### config.mk
export PLATFORM = sky130hd
export DESIGN_NAME = param_stack
export DESIGN_NICKNAME = d
export VERILOG_FILES = /design/src/rtl/stack_pkg.sv /design/src/rtl/stack_regfile.sv /design/src/rtl/param_stack.sv
export SDC_FILE = /design/constraint.sdc
export NUM_CORES = 1
export LEC_CHECK = 0
export ABC_AREA = 1
export BUFFER_PORTS_ARGS = -buffer_cell sky130_fd_sc_hd__buf_2
export CAP_MARGIN = 0
export CORE_AREA = 2 2 169 171
export CTS_CLUSTER_SIZE = 10
export DETAILED_ROUTE_END_ITERATION = 8
export DIE_AREA = 0 0 171 173
export SLEW_MARGIN = 25
export SYNTH_ARGS = -nofsm -noshare
export SYNTH_HDL_FRONTEND = slang
export SYNTH_HIERARCHICAL = 1
export SYNTH_SLANG_ARGS = --single-unit
### constraint.sdc
create_clock -name clk -period 9.7 [get_ports clk]
set_clock_uncertainty 0.05 [all_clocks]
set_input_delay 0.485 -clock clk [delete_from_list [all_inputs] [get_ports clk]]
set_output_delay 0.485 -clock clk [all_outputs]
set_load 0.03 [all_outputs]
### src/rtl/stack_pkg.sv
// Shared operand-stack definitions: op encoding and the op field type,
// reused by the control unit's decoder.
package stack_pkg;

    typedef logic [2:0] op_t;

    localparam op_t OP_NOP     = 3'd0;
    localparam op_t OP_PUSH    = 3'd1;
    localparam op_t OP_POP     = 3'd2;
    localparam op_t OP_DUP     = 3'd3;
    localparam op_t OP_SWAP    = 3'd4;
    localparam op_t OP_REPLACE = 3'd5;

endpackage

### src/rtl/stack_regfile.sv
// DEPTH x DATA_W stack storage with two write ports (so SWAP is one edge)
// and two combinational read ports for tos/nos.
module stack_regfile #(
    parameter int DATA_W = 8,
    parameter int DEPTH  = 16,
    parameter int AW     = 4
) (
    input  logic              clk,
    input  logic              we0,
    input  logic [AW-1:0]     wa0,
    input  logic [DATA_W-1:0] wd0,
    input  logic              we1,
    input  logic [AW-1:0]     wa1,
    input  logic [DATA_W-1:0] wd1,
    input  logic [AW-1:0]     ra0,
    output logic [DATA_W-1:0] rd0,
    input  logic [AW-1:0]     ra1,
    output logic [DATA_W-1:0] rd1
);

    logic [DATA_W-1:0] mem_r [DEPTH];

    // Storage update; contents need no reset since count gates visibility.
    always_ff @(posedge clk) begin
        if (we0) begin
            mem_r[wa0] <= wd0;
        end
        if (we1) begin
            mem_r[wa1] <= wd1;
        end
    end

    assign rd0 = mem_r[ra0];
    assign rd1 = mem_r[ra1];

endmodule

### src/rtl/param_stack.sv
// Parametrised operand stack: PUSH/POP/DUP/SWAP/REPLACE in one clock,
// occupancy count and sticky overflow/underflow flags.
module param_stack
    import stack_pkg::*;
#(
    parameter int DATA_W = 8,
    parameter int DEPTH  = 16,
    parameter int CNT_W  = $clog2(DEPTH + 1)
) (
    input  logic              clk,
    input  logic              reset,
    input  op_t               op,
    input  logic [DATA_W-1:0] din,
    input  logic              clr_err,
    output logic [DATA_W-1:0] tos,
    output logic [DATA_W-1:0] nos,
    output logic [CNT_W-1:0]  count,
    output logic              empty,
    output logic              full,
    output logic              overflow,
    output logic              underflow
);

    localparam int AW = $clog2(DEPTH);

    logic [CNT_W-1:0]  count_r, count_nxt_s;
    logic              ovf_r, ovf_nxt_s;
    logic              unf_r, unf_nxt_s;
    logic              we0_s, we1_s;
    logic [AW-1:0]     wa0_s, wa1_s;
    logic [DATA_W-1:0] wd0_s, wd1_s;
    logic [AW-1:0]     top_idx_s, nos_idx_s, push_idx_s;
    logic [DATA_W-1:0] rd_top_s, rd_nos_s;
    logic              empty_s, full_s, two_s;

    assign top_idx_s  = AW'(count_r - CNT_W'(1));
    assign nos_idx_s  = AW'(count_r - CNT_W'(2));
    assign push_idx_s = AW'(count_r);
    assign empty_s    = (count_r == CNT_W'(0));
    assign full_s     = (count_r == CNT_W'(DEPTH));
    assign two_s      = (count_r >= CNT_W'(2));

    stack_regfile #(.DATA_W(DATA_W), .DEPTH(DEPTH), .AW(AW)) u_regfile (
        .clk (clk),
        .we0 (we0_s),
        .wa0 (wa0_s),
        .wd0 (wd0_s),
        .we1 (we1_s),
        .wa1 (wa1_s),
        .wd1 (wd1_s),
        .ra0 (top_idx_s),
        .rd0 (rd_top_s),
        .ra1 (nos_idx_s),
        .rd1 (rd_nos_s)
    );

    // Op decode: next count, flag updates and storage write requests.
    always_comb begin
        count_nxt_s = count_r;
        ovf_nxt_s   = clr_err ? 1'b0 : ovf_r;
        unf_nxt_s   = clr_err ? 1'b0 : unf_r;
        we0_s       = 1'b0;
        wa0_s       = push_idx_s;
        wd0_s       = din;
        we1_s       = 1'b0;
        wa1_s       = nos_idx_s;
        wd1_s       = tos;
        if (!reset) begin
            count_nxt_s = CNT_W'(0);
            ovf_nxt_s   = 1'b0;
            unf_nxt_s   = 1'b0;
        end else begin
            case (op)
                OP_PUSH: begin
                    if (full_s) begin
                        ovf_nxt_s = 1'b1;
                    end else begin
                        we0_s       = 1'b1;
                        count_nxt_s = count_r + CNT_W'(1);
                    end
                end
                OP_POP: begin
                    if (empty_s) begin
                        unf_nxt_s = 1'b1;
                    end else begin
                        count_nxt_s = count_r - CNT_W'(1);
                    end
                end
                OP_DUP: begin
                    if (empty_s) begin
                        unf_nxt_s = 1'b1;
                    end else if (full_s) begin
                        ovf_nxt_s = 1'b1;
                    end else begin
                        we0_s       = 1'b1;
                        wd0_s       = tos;
                        count_nxt_s = count_r + CNT_W'(1);
                    end
                end
                OP_SWAP: begin
                    if (!two_s) begin
                        unf_nxt_s = 1'b1;
                    end else begin
                        we0_s = 1'b1;
                        wa0_s = top_idx_s;
                        wd0_s = nos;
                        we1_s = 1'b1;
                    end
                end
                OP_REPLACE: begin
                    if (empty_s) begin
                        unf_nxt_s = 1'b1;
                    end else begin
                        we0_s = 1'b1;
                        wa0_s = top_idx_s;
                    end
                end
                default: begin
                    count_nxt_s = count_r;
                end
            endcase
        end
    end

    // Occupancy and sticky flag registers.
    always_ff @(posedge clk) begin
        count_r <= count_nxt_s;
        ovf_r   <= ovf_nxt_s;
        unf_r   <= unf_nxt_s;
    end

    // Read-side decode: entries above count read as zero.
    always_comb begin
        if (empty_s) begin
            tos = {DATA_W{1'b0}};
        end else begin
            tos = rd_top_s;
        end
        if (two_s) begin
            nos = rd_nos_s;
        end else begin
            nos = {DATA_W{1'b0}};
        end
    end

    assign count     = count_r;
    assign empty     = empty_s;
    assign full      = full_s;
    assign overflow  = ovf_r;
    assign underflow = unf_r;

endmodule

==> results.txt, run 1 <==
The flow ran to the end, and the final reports show no timing, DRC or antenna violations. After synthesis, flip-flops and latches occupy 41.6% of the total area. The clock net in this run drives a total of 135 sinks. The number of global-route vias before repair came out at 8,754. The worst setup path is launched from a flip-flop. The setup total negative slack was 0 ns; the number of remaining DRC errors was 0.

The post-synthesis register bit count was 135. Clock tree root driver cell: sky130_fd_sc_hd__clkbuf_16. The number of nets handed over by synthesis was 1,435. The routed wire length is 33,700 um, and the period utilization is 55.9%. The number of antenna violations at the first check in global routing came out at 2.

Setup violations remaining at the end of the flow were counted as 0. Detailed placement finished with a half-perimeter wire length of 22,400 um. Entering global routing, the biggest net connects 76 pins.

At the end of routability-driven placement, the weighted congestion stood at 0.913. The sequential fraction of design power came out at 31.4%. After clock tree synthesis, the setup repair step added 0 buffers. After synthesis the cells add up to 9570 um2. By count the netlist is led by sky130_fd_sc_hd__nand2_1 (511), sky130_fd_sc_hd__nand3_1 (249), sky130_fd_sc_hd__inv_1 (202), sky130_fd_sc_hd__o21ai_0 (141), sky130_fd_sc_hd__edfxtp_1 (128). Ratio of routed vias to standard cells: 5.27.

By instance count, the leading cell after synthesis is sky130_fd_sc_hd__nand2_1. The critical setup path kind is flip-flop to flip-flop. Setup repair after global routing left no endpoint under its margin. The tools report the residual antenna-violating net count after detailed routing as 0.

The routed design uses 3420 um of met3 wire. Yosys mapped the design onto 31 distinct sky130hd cell types. Cell internal power was estimated by the tool at 0.00122 W. The run gives 29.6% as the tightest slew margin relative to the limit. The first routing iteration left 987 violations. In the final layout, flip-flops and latches occupy 3990 um2. For the clock insertion delay at the later pin of the skew report, the log shows 0.43 ns. Overall power consumption after layout is estimated at 0.00212 W. The area inside the core boundary came out at 27,600 um2. Post-CTS repair changed the size of 0 cells. In this run the static leakage power is 5.05 nW. The post-route netlist has 8.61% of its cells at a drive strength greater than 1. Antenna diode count: 0.

The run gives 29.6% as the clock share of power. The number of nets in the layout was 1,427. Biggest area consumer among synthesized cells: sky130_fd_sc_hd__edfxtp_1. The post-synthesis async set-or-reset flop share is 0%, and the count of boundary I/O pins is 39. After global routing the overflow that remains totals 0. The register clock-pin slew on the reported worst setup and hold paths was 0.06 ns; the number of port buffers was 38. Yosys attributes the largest share of cell area to sky130_fd_sc_hd__edfxtp_1 (40%), sky130_fd_sc_hd__nand2_1 (20%), sky130_fd_sc_hd__nand3_1 (13%), sky130_fd_sc_hd__inv_1 (7.9%), sky130_fd_sc_hd__o21ai_0 (7.4%).

The run gives 0 as the count of hold-fix buffers inserted at cts. The number of buffers created by CTS came out at 17. Counting instances, the worst hold path has a depth of 4. The die covers 29,600 um2.

The number of failing hold endpoints at the final stage was 0. The tools report the net switching component of the power as 0.000898 W. In this run the deepest clock path goes through 2 buffers. The first global-routing pass estimated 51,500 um of wire.

The layout has 3,004 filler cells. The warning count from the yosys run is 6. From left edge to right edge, the die measures 171 um. Counting flops with a built-in enable in the synthesized netlist gives 128. For the worst flop-to-flop path, the logic depth is 19. The number of max-slew violations in the final report is 0. The highest layer touched by signal routing is met5. For this block, wires on met1 add up to 13,400 um. The floorplan die height is 173 um, and the number of standard-cell rows in the floorplan is 61.

Main flop type after synthesis: sky130_fd_sc_hd__edfxtp_1. TritonCTS built the clock tree. The first TritonRoute pass finished after 6 iterations. The sum of met2 wire segment lengths after detailed routing is 15,300 um. Global routing consumed, over all layers together, 23.1% of the routing resources. For the cell count after synthesis, the log shows 1,414. The count of H-tree levels built during CTS was 4. The area used by multi-input combinational logic was 4420 um2; the average wire per standard cell was 18.7 um.

The tools report the worst vdd rail ir drop as 0.140 mV. Kind of capture point of the worst setup path: a flip-flop. The area growth from synthesis to layout is 10.7%. The highest achievable clock rate is 184 MHz. Of the post-synthesis cell area, the dominant cell type holds 40.2%.

Each instance of the synthesized netlist takes up on average 6.77 um2. Max-cap violations in this run came to 0. Net switching is 42.3% of the power. For the worst setup path, the data arrival time is 5.52 ns. The worst hold path belongs to the class input pin to flip-flop.

The maximum fanout encountered on the critical timing path came out at 75. The slew at the pin closest to its max-slew limit was 1.06 ns; the via count was 9,463. Power density of the placed cells: 200 nW/um2. The initial utilization of the core area, before any placement, comes to 34.6%.

Per report_power, the combinational group accounts for 39.1% of the total. Counting I/O delays and the setup requirement, the final critical path takes 5.42 ns. At the worst endpoint, the required time is 9.80 ns.
-- state kept, by name (all words and copies together), names as in the netlist --
name             count
count                5
u_regfile/mem_r    128
underflow            1
overflow             1
-- cells in the final DEF, fill, tap and decap left out, types with 2 or more instances in the layout --
cell / n
sky130_fd_sc_hd__clkinvlp_4: 2
sky130_fd_sc_hd__nand3_1: 249
sky130_fd_sc_hd__clkinv_2: 4
sky130_fd_sc_hd__nand2_2: 6
sky130_fd_sc_hd__inv_1: 201
sky130_fd_sc_hd__o21ai_1: 10
sky130_fd_sc_hd__nor2_1: 15
sky130_fd_sc_hd__o21ai_0: 139
sky130_fd_sc_hd__bufinv_16: 2
sky130_fd_sc_hd__clkbuf_16: 17
sky130_fd_sc_hd__o31ai_1: 4
sky130_fd_sc_hd__inv_2: 12
sky130_fd_sc_hd__nand4_1: 5
sky130_fd_sc_hd__buf_4: 22
sky130_fd_sc_hd__dfxtp_1: 6
sky130_fd_sc_hd__xor2_1: 4
sky130_fd_sc_hd__nor2_2: 4
sky130_fd_sc_hd__a21oi_1: 6
sky130_fd_sc_hd__edfxtp_1: 128
sky130_fd_sc_hd__buf_2: 38
sky130_fd_sc_hd__nand3_2: 2
sky130_fd_sc_hd__clkinv_1: 3
sky130_fd_sc_hd__nor3_2: 4
sky130_fd_sc_hd__nand2_1: 511
sky130_fd_sc_hd__ha_1: 7
sky130_fd_sc_hd__nor2_4: 2
sky130_fd_sc_hd__clkbuf_1: 3
sky130_fd_sc_hd__o22ai_1: 3
-- stage by stage --
step	setup WS (ns)	util [%]	instances	hold WS (ns)	area [um2]
after floorplan	6.52	-	1414	0.558	9570
after global placement	4.57	36.4	1765	0.422	10000
after detailed placement	4.48	36.4	1765	0.434	10000
after CTS	4.46	38.3	1795	0.289	10600
after global routing	3.98	38.3	1795	0.312	10600
final	4.28	38.3	1795	0.296	10600
-- cell type report --
cell class | count | share of cell area, %
clock buffer | 20 | 4.12
clock inverter | 10 | 1.02
inverter | 215 | 7.62
multi-input combinational | 977 | 41.8
sequential | 135 | 37.6
tap | 378 | 4.47
timing repair buffer | 60 | 3.36
-- critical path, cell delays in order (launching register included) --
cell and delay, ns:
sky130_fd_sc_hd__dfxtp_2 0.31, sky130_fd_sc_hd__buf_4 0.66, sky130_fd_sc_hd__inv_2 0.55, sky130_fd_sc_hd__buf_4 0.43
sky130_fd_sc_hd__ha_1 0.30, sky130_fd_sc_hd__xnor2_1 0.25, sky130_fd_sc_hd__inv_1 0.07, sky130_fd_sc_hd__buf_4 0.21
sky130_fd_sc_hd__inv_1 0.48, sky130_fd_sc_hd__nand3_1 0.26, sky130_fd_sc_hd__nand3_1 0.17, sky130_fd_sc_hd__nand2_1 0.11
sky130_fd_sc_hd__inv_1 0.08, sky130_fd_sc_hd__nand2_1 0.06, sky130_fd_sc_hd__nand3_1 0.09, sky130_fd_sc_hd__nand3_1 0.07
sky130_fd_sc_hd__nand2_1 0.06, sky130_fd_sc_hd__nand2_1 0.48, sky130_fd_sc_hd__nand2_1 0.26, sky130_fd_sc_hd__o21ai_0 0.10
-- routing by layer --
| layer | vias to the layer above | global-route usage, % |
|---|---|---|
| met5 | - | 0 |
| met2 | 501 | 36.1 |
| met1 | 4344 | 30.2 |
| met3 | 95 | 5.08 |
| met4 | 2 | 11.2 |
| li1 | 4521 | - |
-- logic make-up (layout without fill, tap and decap cells) --
family | Yosys count | count (layout) | share of synthesized area, %
AND/OR/NAND/NOR | 800 | 800 | 35.8
buffers and inverters | 302 | 305 | 12.2
AO/OA/AOI/OAI | 165 | 165 | 8.96
flip-flops | 135 | 135 | 41.6
adder cells (fa/ha/maj) | 7 | 7 | 0.915
XOR/XNOR | 5 | 5 | 0.458
-- power by group through the flow --
stage / clock [W] / sequential [W] / combinational (W)
CTS: 0.000630 / 0.000666 / 0.000807
global route: 0.000652 / 0.000667 / 0.000891
floorplan: 0 / 0.000682 / 0.000529
detailed placement: 0 / 0.000678 / 0.000804
finish: 0.000627 / 0.000666 / 0.000829
global placement: 0 / 0.000678 / 0.000801
-- final timing paths --
path | start | to | slack (ns)
worst min register to register | overflow$_SDFF_PN0_ | overflow$_SDFF_PN0_ | 0.43
worst max register to register | count[0]$_SDFFE_PN0P_ | u_regfile/mem_r[12][6]$_DFFE_PP_ | 4.28
worst max-delay path | count[0]$_SDFFE_PN0P_ | u_regfile/mem_r[12][6]$_DFFE_PP_ | 4.28
worst min-delay path | clr_err | overflow$_SDFF_PN0_ | 0.30
No activity file was read; power rests on OpenSTA's default activity.
==> run 2, diff against run 1 <==
==> constraint.sdc (replaced) <==
create_clock -name clk -period 5 [get_ports clk]
set_clock_uncertainty 0.05 [all_clocks]
set_input_delay 0.25 -clock clk [delete_from_list [all_inputs] [get_ports clk]]
set_output_delay 0.25 -clock clk [all_outputs]
set_load 0.03 [all_outputs]
==> run 2 against run 1 <==
- clock power increased by 90%
- total power increased by 97%
- worst setup slack got worse by 2.9 ns
- highest routed layer is now met4
- final area increased by 1.4%
- via count increased by 0.42%
==> results.txt, run 2 (synthesis gave the netlist of run 1 again) <==
Setup repair after global routing left no endpoint under its margin. The critical path goes through inv_1 > ha_1 > xnor2_1 > inv_1 > inv_1 > nand3_1 > nand3_1 > nand2_1 > nand2_1 > inv_1 > inv_1 > o21ai_0. Clock tree root driver cell: sky130_fd_sc_hd__clkbuf_16. The antenna diode count was 0 (unchanged); the number of sinks handled by clock tree synthesis was 135 (unchanged).

The cell at the slowest stage of the critical path is sky130_fd_sc_hd__inv_1. The via count came out at 9,503 (+0.42%). The count of hold-fix buffers inserted at cts was 0 (unchanged); the delay of the slowest cell on the worst path was 0.63 ns (-0.03 ns). Leaving out fill and tap cells, the most frequent cell in the layout is sky130_fd_sc_hd__nand2_1. The post-layout minimum cycle time was 3.67 ns (-1.76 ns); the count of TritonRoute iterations in the first routing pass was 6 (unchanged).

The residual antenna-violating net count after detailed routing was 0 (unchanged). The logs give 0.245 mV (+75%) for the worst vdd rail ir drop and 5.15 nW (+1.9%) for the leakage power figure. The run gives 2 (unchanged) as the maximum count of clock buffers along a single path. The tools report the element type at the critical path start as a flip-flop. Cell seen most often among critical-path stages: sky130_fd_sc_hd__inv_1. Count of cells resized by post-cts repair: 0 (unchanged). TritonCTS built the clock tree. The highest achievable clock rate was 273 MHz (+48%). The logs give 4 (unchanged) for the count of H-tree levels built during CTS and 27,600 um2 (unchanged) for the area inside the core boundary.

Number of buffers created by CTS: 17 (unchanged). Ranked by flip-flop count, first place goes to u_regfile/mem_r. For the area enclosed by the die boundary, the log shows 29,600 um2 (unchanged). Compared with the post-synthesis result, the final layout area differs by 12.2%.

The kind of cell adding the most delay to the critical path is buffers and inverters. The global-route usage over all layers is 24.9% (+1.8 points), and the number of flip-flops in the largest register is 128 (unchanged). The setup total negative slack was 0 ns (unchanged); the number of remaining DRC errors was 0 (unchanged).

The ratio of routed vias to standard cells is 5.23 (-0.74%), and the arrival time of the worst setup path is 3.76 ns (-1.76 ns). The run gives 0.990 (+8.5%) as the placer's final routability congestion estimate. The tightest slew margin relative to the limit came out at 35.9% (+6.3 points).

In the layout the commonest cells are sky130_fd_sc_hd__nand2_1 (511), sky130_fd_sc_hd__nand3_1 (249), sky130_fd_sc_hd__inv_1 (201). The share of final-layout standard cells stronger than drive strength 1 was 10.2% (+1.5 points). The tools report the number of standard-cell rows in the floorplan as 61 (unchanged). The maximum fanout encountered on the critical timing path is 14 (-81%), and the power consumption is 0.00419 W (+97%). The tools report the count of boundary I/O pins as 39 (unchanged). The tools report the pin count of the biggest net entering global routing as 65 (-14%). The logs give 8,911 (+1.8%) for the number of global-route vias before repair and 1,446 (+1.3%) for the number of nets in the layout. The width of the die is 171 um (unchanged). The run gives 36,200 um (+7.7%) as the routed wire length. The run gives 0 (unchanged) as the max-cap violation count.

For the half-perimeter wire length after detailed placement, the log shows 24,100 um (+7.7%). The floorplan die height is 173 um (unchanged). The number of max-slew violations in the final report was 0 (unchanged). The kind of capture point of the worst setup path was a flip-flop. The flow ran to the end, and the final reports show no timing, DRC or antenna violations. The register clock-pin slew on the reported worst setup and hold paths works out to 0.07 ns (about the same). The sum of buffers and inverters on the critical path is 5 (-2). The DRC violation total after the first TritonRoute iteration is 1,091 (+11%). The critical setup path kind is flip-flop to flip-flop. For the effective utilization at floorplan, the log shows 34.6% (unchanged). The setup fix buffers added after clock tree synthesis is 0 (unchanged).

The min-delay analysis places its worst path in the category input pin to flip-flop. The number of failing hold endpoints at the final stage was 0 (unchanged); the data required time at the worst endpoint was 5.10 ns (-4.70 ns). The total setup violations reported at the end of the flow was 0 (unchanged).

The run gives 0 (unchanged) as the total overflow reported by the global router. The clock insertion delay at the later pin of the skew report was 0.43 ns (about the same); the slew at the pin closest to its max-slew limit was 0.960 ns (-0.0962 ns). The period utilization is 73.3% (+17 points).

The number of port buffers works out to 38 (unchanged). Number of antenna violations at the first check in global routing: 1 (-1). The power density of the placed cells is 390 nW/um2 (+95%), and the average wire per standard cell is 20.0 um (+6.4%). The wire length of the first global-routing pass was 54,600 um (+6.1%).
## run 2: tightest hold or removal path, stage by stage
cell and delay [ns]:
sky130_fd_sc_hd__buf_2 0.07, sky130_fd_sc_hd__inv_1 0.04, sky130_fd_sc_hd__nand3_1 0.06, sky130_fd_sc_hd__o31ai_1 0.06
## run 2: stage by stage
stage | cells | util (%) | setup WS [ns] | cell area [um2] | hold slack, ns
6_report | 1816 | 38.9 | 1.33 | 10700 | 0.0507
2_1_floorplan | 1414 | - | 1.82 | 9570 | 0.384
5_1_grt | 1816 | 38.9 | 1.16 | 10700 | 0.0544
3_3_place_gp | 1784 | 36.8 | 1.45 | 10200 | 0.421
4_1_cts | 1816 | 38.8 | 1.44 | 10700 | 0.0346
3_5_place_dp | 1784 | 36.9 | 1.46 | 10200 | 0.425
## run 2: power breakdown
part	switching, W	internal [W]	total (W)
Clock	0.000544	0.000648	0.00119
Sequential	0.0000128	0.00128	0.00129
Combinational	0.00131	0.000394	0.00170
Total	0.00187	0.00232	0.00419
## run 2: cell type report
cell class                 count  area [um2]
clock buffer                  18         429
clock inverter                14         116
fill                        2971       16900
inverter                     215         807
multi-input combinational    977        4430
sequential                   135        3990
tap                          378         473
timing repair buffer          79         498
## run 2: path summary, 6_finish.rpt
check                                            from                               to  slack, ns  cells past startpoint
worst min register to register    overflow$_SDFF_PN0_              overflow$_SDFF_PN0_       0.44                      2
worst min-delay path                          clr_err              overflow$_SDFF_PN0_       0.05                      4
worst max-delay path            count[1]$_SDFFE_PN0P_  u_regfile/mem_r[2][5]$_DFFE_PP_       1.33                     12
worst max register to register  count[1]$_SDFFE_PN0P_  u_regfile/mem_r[2][5]$_DFFE_PP_       1.33                     12
## run 2: layer usage
layer | routed length (um) | vias up | GRT usage, %
li1 | - | 4565 | -
met4 | 1870 | 0 | 12.7
met2 | 16000 | 507 | 37.9
met5 | 0 | - | 0
met1 | 14900 | 4332 | 34.1
met3 | 3490 | 99 | 3.96
==> run 3, diff against run 2 <==
--- a/config.mk
+++ b/config.mk
@@ -5,13 +5,13 @@
 export SDC_FILE = /design/constraint.sdc
 export NUM_CORES = 1
 export LEC_CHECK = 0
-export ABC_AREA = 1
+export ABC_AREA = 0
 export BUFFER_PORTS_ARGS = -buffer_cell sky130_fd_sc_hd__buf_2
 export CAP_MARGIN = 0
-export CORE_AREA = 2 2 169 171
+export CORE_AREA = 2 2 162 164
 export CTS_CLUSTER_SIZE = 10
 export DETAILED_ROUTE_END_ITERATION = 8
-export DIE_AREA = 0 0 171 173
+export DIE_AREA = 0 0 164 166
 export SLEW_MARGIN = 25
 export SYNTH_ARGS = -nofsm -noshare
 export SYNTH_HDL_FRONTEND = slang
==> constraint.sdc (replaced) <==
create_clock -name clk -period 3.4 [get_ports clk]
set_clock_uncertainty 0.05 [all_clocks]
set_input_delay 0.17 -clock clk [delete_from_list [all_inputs] [get_ports clk]]
set_output_delay 0.17 -clock clk [all_outputs]
set_load 0.03 [all_outputs]
==> run 3 against run 2 <==
- clock power grew 63%
- sequential cell count did not move
- combinational power decreased by 9%
- synthesized area down 7.8%
- core utilization increased by 1.2 points
- synthesized cell count decreased by 57%
- total power up 28%
- sequential share of layout area increased by 1.7 points
- critical path depth is 1 lower
- final area is 4.5% lower
- first-iteration DRC count decreased by 24%
==> results.txt, run 3 <==
Average wire per standard cell: 25.3 um (+27%). Share of the yosys chip area belonging to registers: 45.1% (+3.5 points). Ratio of routed vias to standard cells: 5.91 (+13%). Dividing the final minimum period by the clock period gives 96.4%. The half-perimeter wire length after detailed placement came out at 17,200 um (-29%). The detailed-route wire length on metal 1 is 10,600 um (-29%).

TritonCTS built the clock tree. The number of distinct library cells after synthesis was 58 (+87%); the pin count of the biggest net entering global routing was 45 (-31%). The cell internal power dissipation was 0.00361 W (+55%). The routed wire length is 25,800 um (-29%). The area share of the leading cell type in the synthesized netlist is 43.6% (+3.4 points). Sorting the synthesized cells by how often they occur yields sky130_fd_sc_hd__edfxtp_1 (128), sky130_fd_sc_hd__mux2_2 (97), sky130_fd_sc_hd__mux4_2 (64), sky130_fd_sc_hd__a22oi_1 (39), sky130_fd_sc_hd__nand2_1 (29). The worst hold slack after final layout is 0.0233 ns (-0.0274 ns).

The wire length of the first global-routing pass came out at 38,100 um (-30%). The class of the tightest hold or removal check is input pin to flip-flop. The power density of the placed cells came out at 522 nW/um2 (+34%). Element type at the critical path start: a flip-flop.

The placer's final routability congestion estimate came out at 0.923 (-6.8%). Most flop-heavy register: u_regfile/mem_r. The global-route usage over all layers is 19.1% (-5.8 points). Clock share of power: 36.2% (+7.7 points). By area the synthesized netlist is led by sky130_fd_sc_hd__edfxtp_1 (44%), sky130_fd_sc_hd__mux4_2 (16%), sky130_fd_sc_hd__mux2_2 (12%), sky130_fd_sc_hd__a22oi_1 (3.3%), sky130_fd_sc_hd__mux2_4 (2.7%). The data required time at the worst endpoint was 3.18 ns (-1.92 ns); the post-synthesis register bit count was 135 (unchanged). For the number of nets in the synthesized netlist, the log shows 633 (-56%).

The antenna diode count came out at 0 (unchanged). Number of nets in the layout: 692 (-52%). The number of sinks handled by clock tree synthesis was 135 (unchanged).

For the total setup violations reported at the end of the flow, the log shows 0 (unchanged). Number of port buffers: 38 (unchanged). In the synthesized netlist the dominant register cell turns out to be sky130_fd_sc_hd__edfxtp_1. The run gives 0 (unchanged) as the number of remaining DRC errors. The tools report the number of global-route vias before repair as 6,185 (-31%). The number of standard-cell rows in the floorplan is 59 (-3.3%). The count of H-tree levels built during CTS came out at 4 (unchanged). The run gives 0 (unchanged) as the number of max-slew violations in the final report.

The critical path is of the flip-flop to output pin type. Kind of capture point of the worst setup path: an output pin. The maximum fanout encountered on the critical timing path is 17 (+3), and the met3 layer wire length in the routed design is 2230 um (-36%). The topmost layer with routed signal wires is met4. The arrival time of the worst setup path is 3.06 ns (-0.70 ns), and the worst vdd rail ir drop is 0.380 mV (+55%). The sequential fraction of design power was 34.8% (+4.0 points). The post-synthesis async set-or-reset flop share is 0% (unchanged). For the number of failing hold endpoints at the final stage, the log shows 0 (unchanged). The cell count after synthesis is 612 (-57%). The placed instance count is 986 (-45%).

The total overflow reported by the global router was 0 (unchanged); the highest achievable clock rate was 305 MHz. The share of total power consumed by net switching works out to 32.7% (-12 points). The tools report the net switching component of the power as 0.00175 W (-6.2%). Relative to the synthesized area, the layout overhead comes to 16.2%. Share of final-layout standard cells stronger than drive strength 1: 49.7% (+40 points).

The tools report the effective utilization at floorplan as 34.5% (-0.18 points). The tools report the total standard cell area after synthesis as 8820 um2 (-7.8%). The logs give 1,019 (-44%) for the final non-filler cell total and 48.9% (+13 points) for the tightest slew margin relative to the limit. Slew at the pin closest to its max-slew limit: 0.766 ns (-0.194 ns). The part of the total power dissipated in combinational logic was 29.0% (-12 points); the floorplan die height was 166 um (-4.0%).

The clock insertion delay at the later pin of the skew report came out at 0.43 ns (about the same). For the number of buffers created by CTS, the log shows 17 (unchanged). The run gives 6,018 (-37%) as the via count.

For the max-cap violation count, the log shows 0 (unchanged). The number of antenna violations at the first check in global routing was 0 (-1); the width of the die was 164 um (-4.1%). The power consumption is 0.00536 W (+28%). The register clock-pin slew on the reported worst setup and hold paths came out at 0.06 ns (about the same). For the residual antenna-violating net count after detailed routing, the log shows 0 (unchanged). The count of flip-flops with a built-in enable after synthesis works out to 128 (unchanged). The synthesized design spends more area on one cell type than any other, namely sky130_fd_sc_hd__edfxtp_1. The most frequently used cell type in the post-synthesis netlist is sky130_fd_sc_hd__edfxtp_1. The sum of met2 wire segment lengths after detailed routing is 12,200 um (-24%). In the layout the commonest cells are sky130_fd_sc_hd__edfxtp_1 (128), sky130_fd_sc_hd__mux2_2 (97), sky130_fd_sc_hd__mux4_2 (64). The flow ran to the end, and the final reports show no timing, DRC or antenna violations. The area inside the core boundary was 25,600 um2 (-7.3%).

The synthesized area per cell was 14.4 um2 (+110%). The count of boundary I/O pins is 39 (unchanged), and the warning count from the yosys run is 6 (unchanged). In this run the clock root is driven by a sky130_fd_sc_hd__clkbuf_16.

The number of flip-flops in the largest register is 128 (unchanged), and the count of TritonRoute iterations in the first routing pass is 5 (-1). The DRC violation total after the first TritonRoute iteration came out at 833 (-24%). The area enclosed by the die boundary was 27,200 um2 (-8.0%); the post-layout minimum cycle time was 3.28 ns.

The library cell used most frequently in the layout, excluding fill and tap cells, is sky130_fd_sc_hd__edfxtp_1. The maximum count of clock buffers along a single path was 2 (unchanged). The tools report the leakage power figure as 3.62 nW (-30%).
[run 3: cell types whose count changed after synthesis, sizes merged, moves of 11 or more]
| cell | previous run | this run |
|---|---|---|
| nand2 | 518 | 29 |
| nand3 | 251 | 3 |
| inv | 213 | 11 |
| o21ai | 151 | 13 |
| mux2 | 0 | 130 |
| mux4 | 0 | 64 |
| clkbuf | 66 | 16 |
| a22oi | 0 | 39 |
| nor2b | 0 | 17 |
| and2 | 0 | 11 |
[run 3: worst paths after layout]
kind / end / startpoint / cells after the start / slack (ns)
min reg2reg: underflow$_SDFF_PN0_ / underflow$_SDFF_PN0_ / 2 / 0.54
max reg2reg: u_regfile/mem_r[10][2]$_DFFE_PP_ / count[1]$_SDFFE_PN0P_ / 12 / 0.14
min: overflow$_SDFF_PN0_ / clr_err / 4 / 0.02
max: tos[4] / count[1]$_SDFFE_PN0P_ / 11 / 0.12
[run 3: layer usage]
layer | vias to the layer above | GRT usage [%]
li1 | 2567 | -
met1 | 3080 | 25.6
met2 | 312 | 29.6
met3 | 59 | 5.52
met4 | 0 | 6.48
met5 | - | 0
[run 3: repair_timing]
action,4_1_cts,5_1_grt
setup buffers,0,0
gates cloned,0,1
hold endpoints to repair,0,0
pin swaps,0,0
resized for setup,3,10
hold buffers,0,0
setup endpoints to repair,48,78
[run 3: power groups by stage]
stage | logic [W] | clock network (W) | registers, W
after global routing | 0.00165 | 0.00204 | 0.00186
after floorplan | 0.00103 | 0 | 0.00191
after detailed placement | 0.00150 | 0 | 0.00190
after CTS | 0.00152 | 0.00196 | 0.00186
after global placement | 0.00149 | 0 | 0.00190
final | 0.00155 | 0.00194 | 0.00186
[run 3: per-stage QoR]
stage | setup WS [ns] | TNS [ns] | utilization [%] | area [um2]
after floorplan | -0.196 | -12.34 | - | 8830
after CTS | 0.00326 | 0 | 39.8 | 10200
after global routing | -0.00787 | -0.0102 | 40.0 | 10300
after global placement | 0.0300 | 0 | 37.4 | 9570
final | 0.124 | 0 | 40.0 | 10300
after detailed placement | -0.0691 | -1.06 | 37.4 | 9570
[run 3: cells by family (layout without fill, tap and decap cells)]
family / after synthesis / in the layout / share of synthesized area (%)
flip-flops: 135 / 135 / 45.1
AND/OR/NAND/NOR: 116 / 116 / 8.15
adder cells (fa/ha/maj): 7 / 7 / 0.992
XOR/XNOR: 5 / 5 / 0.496
buffers and inverters: 65 / 137 / 4.11
AO/OA/AOI/OAI: 86 / 86 / 7.05
multiplexers: 198 / 198 / 34.1
[run 3: final cells by class]
class                   count  area, um2
fillers                  2332      15400
multi-input cells         412       4520
inverters                  12       45.0
well taps                 335        419
clock inverters            15        189
flip-flops and latches    135       3990
clock buffers              17        425
repair buffers             93        678
[run 3: critical path, stage by stage, from the launching register on]
cell and delay (ns):
sky130_fd_sc_hd__dfxtp_1 0.31, sky130_fd_sc_hd__inv_1 0.15, sky130_fd_sc_hd__ha_1 0.25, sky130_fd_sc_hd__a21boi_0 0.25, sky130_fd_sc_hd__xnor2_1 0.15, sky130_fd_sc_hd__inv_1 0.19
sky130_fd_sc_hd__nor2b_4 0.39, sky130_fd_sc_hd__a22oi_1 0.20, sky130_fd_sc_hd__nand2_1 0.12, sky130_fd_sc_hd__nor2b_1 0.23, sky130_fd_sc_hd__buf_12 0.18, sky130_fd_sc_hd__buf_2 0.20
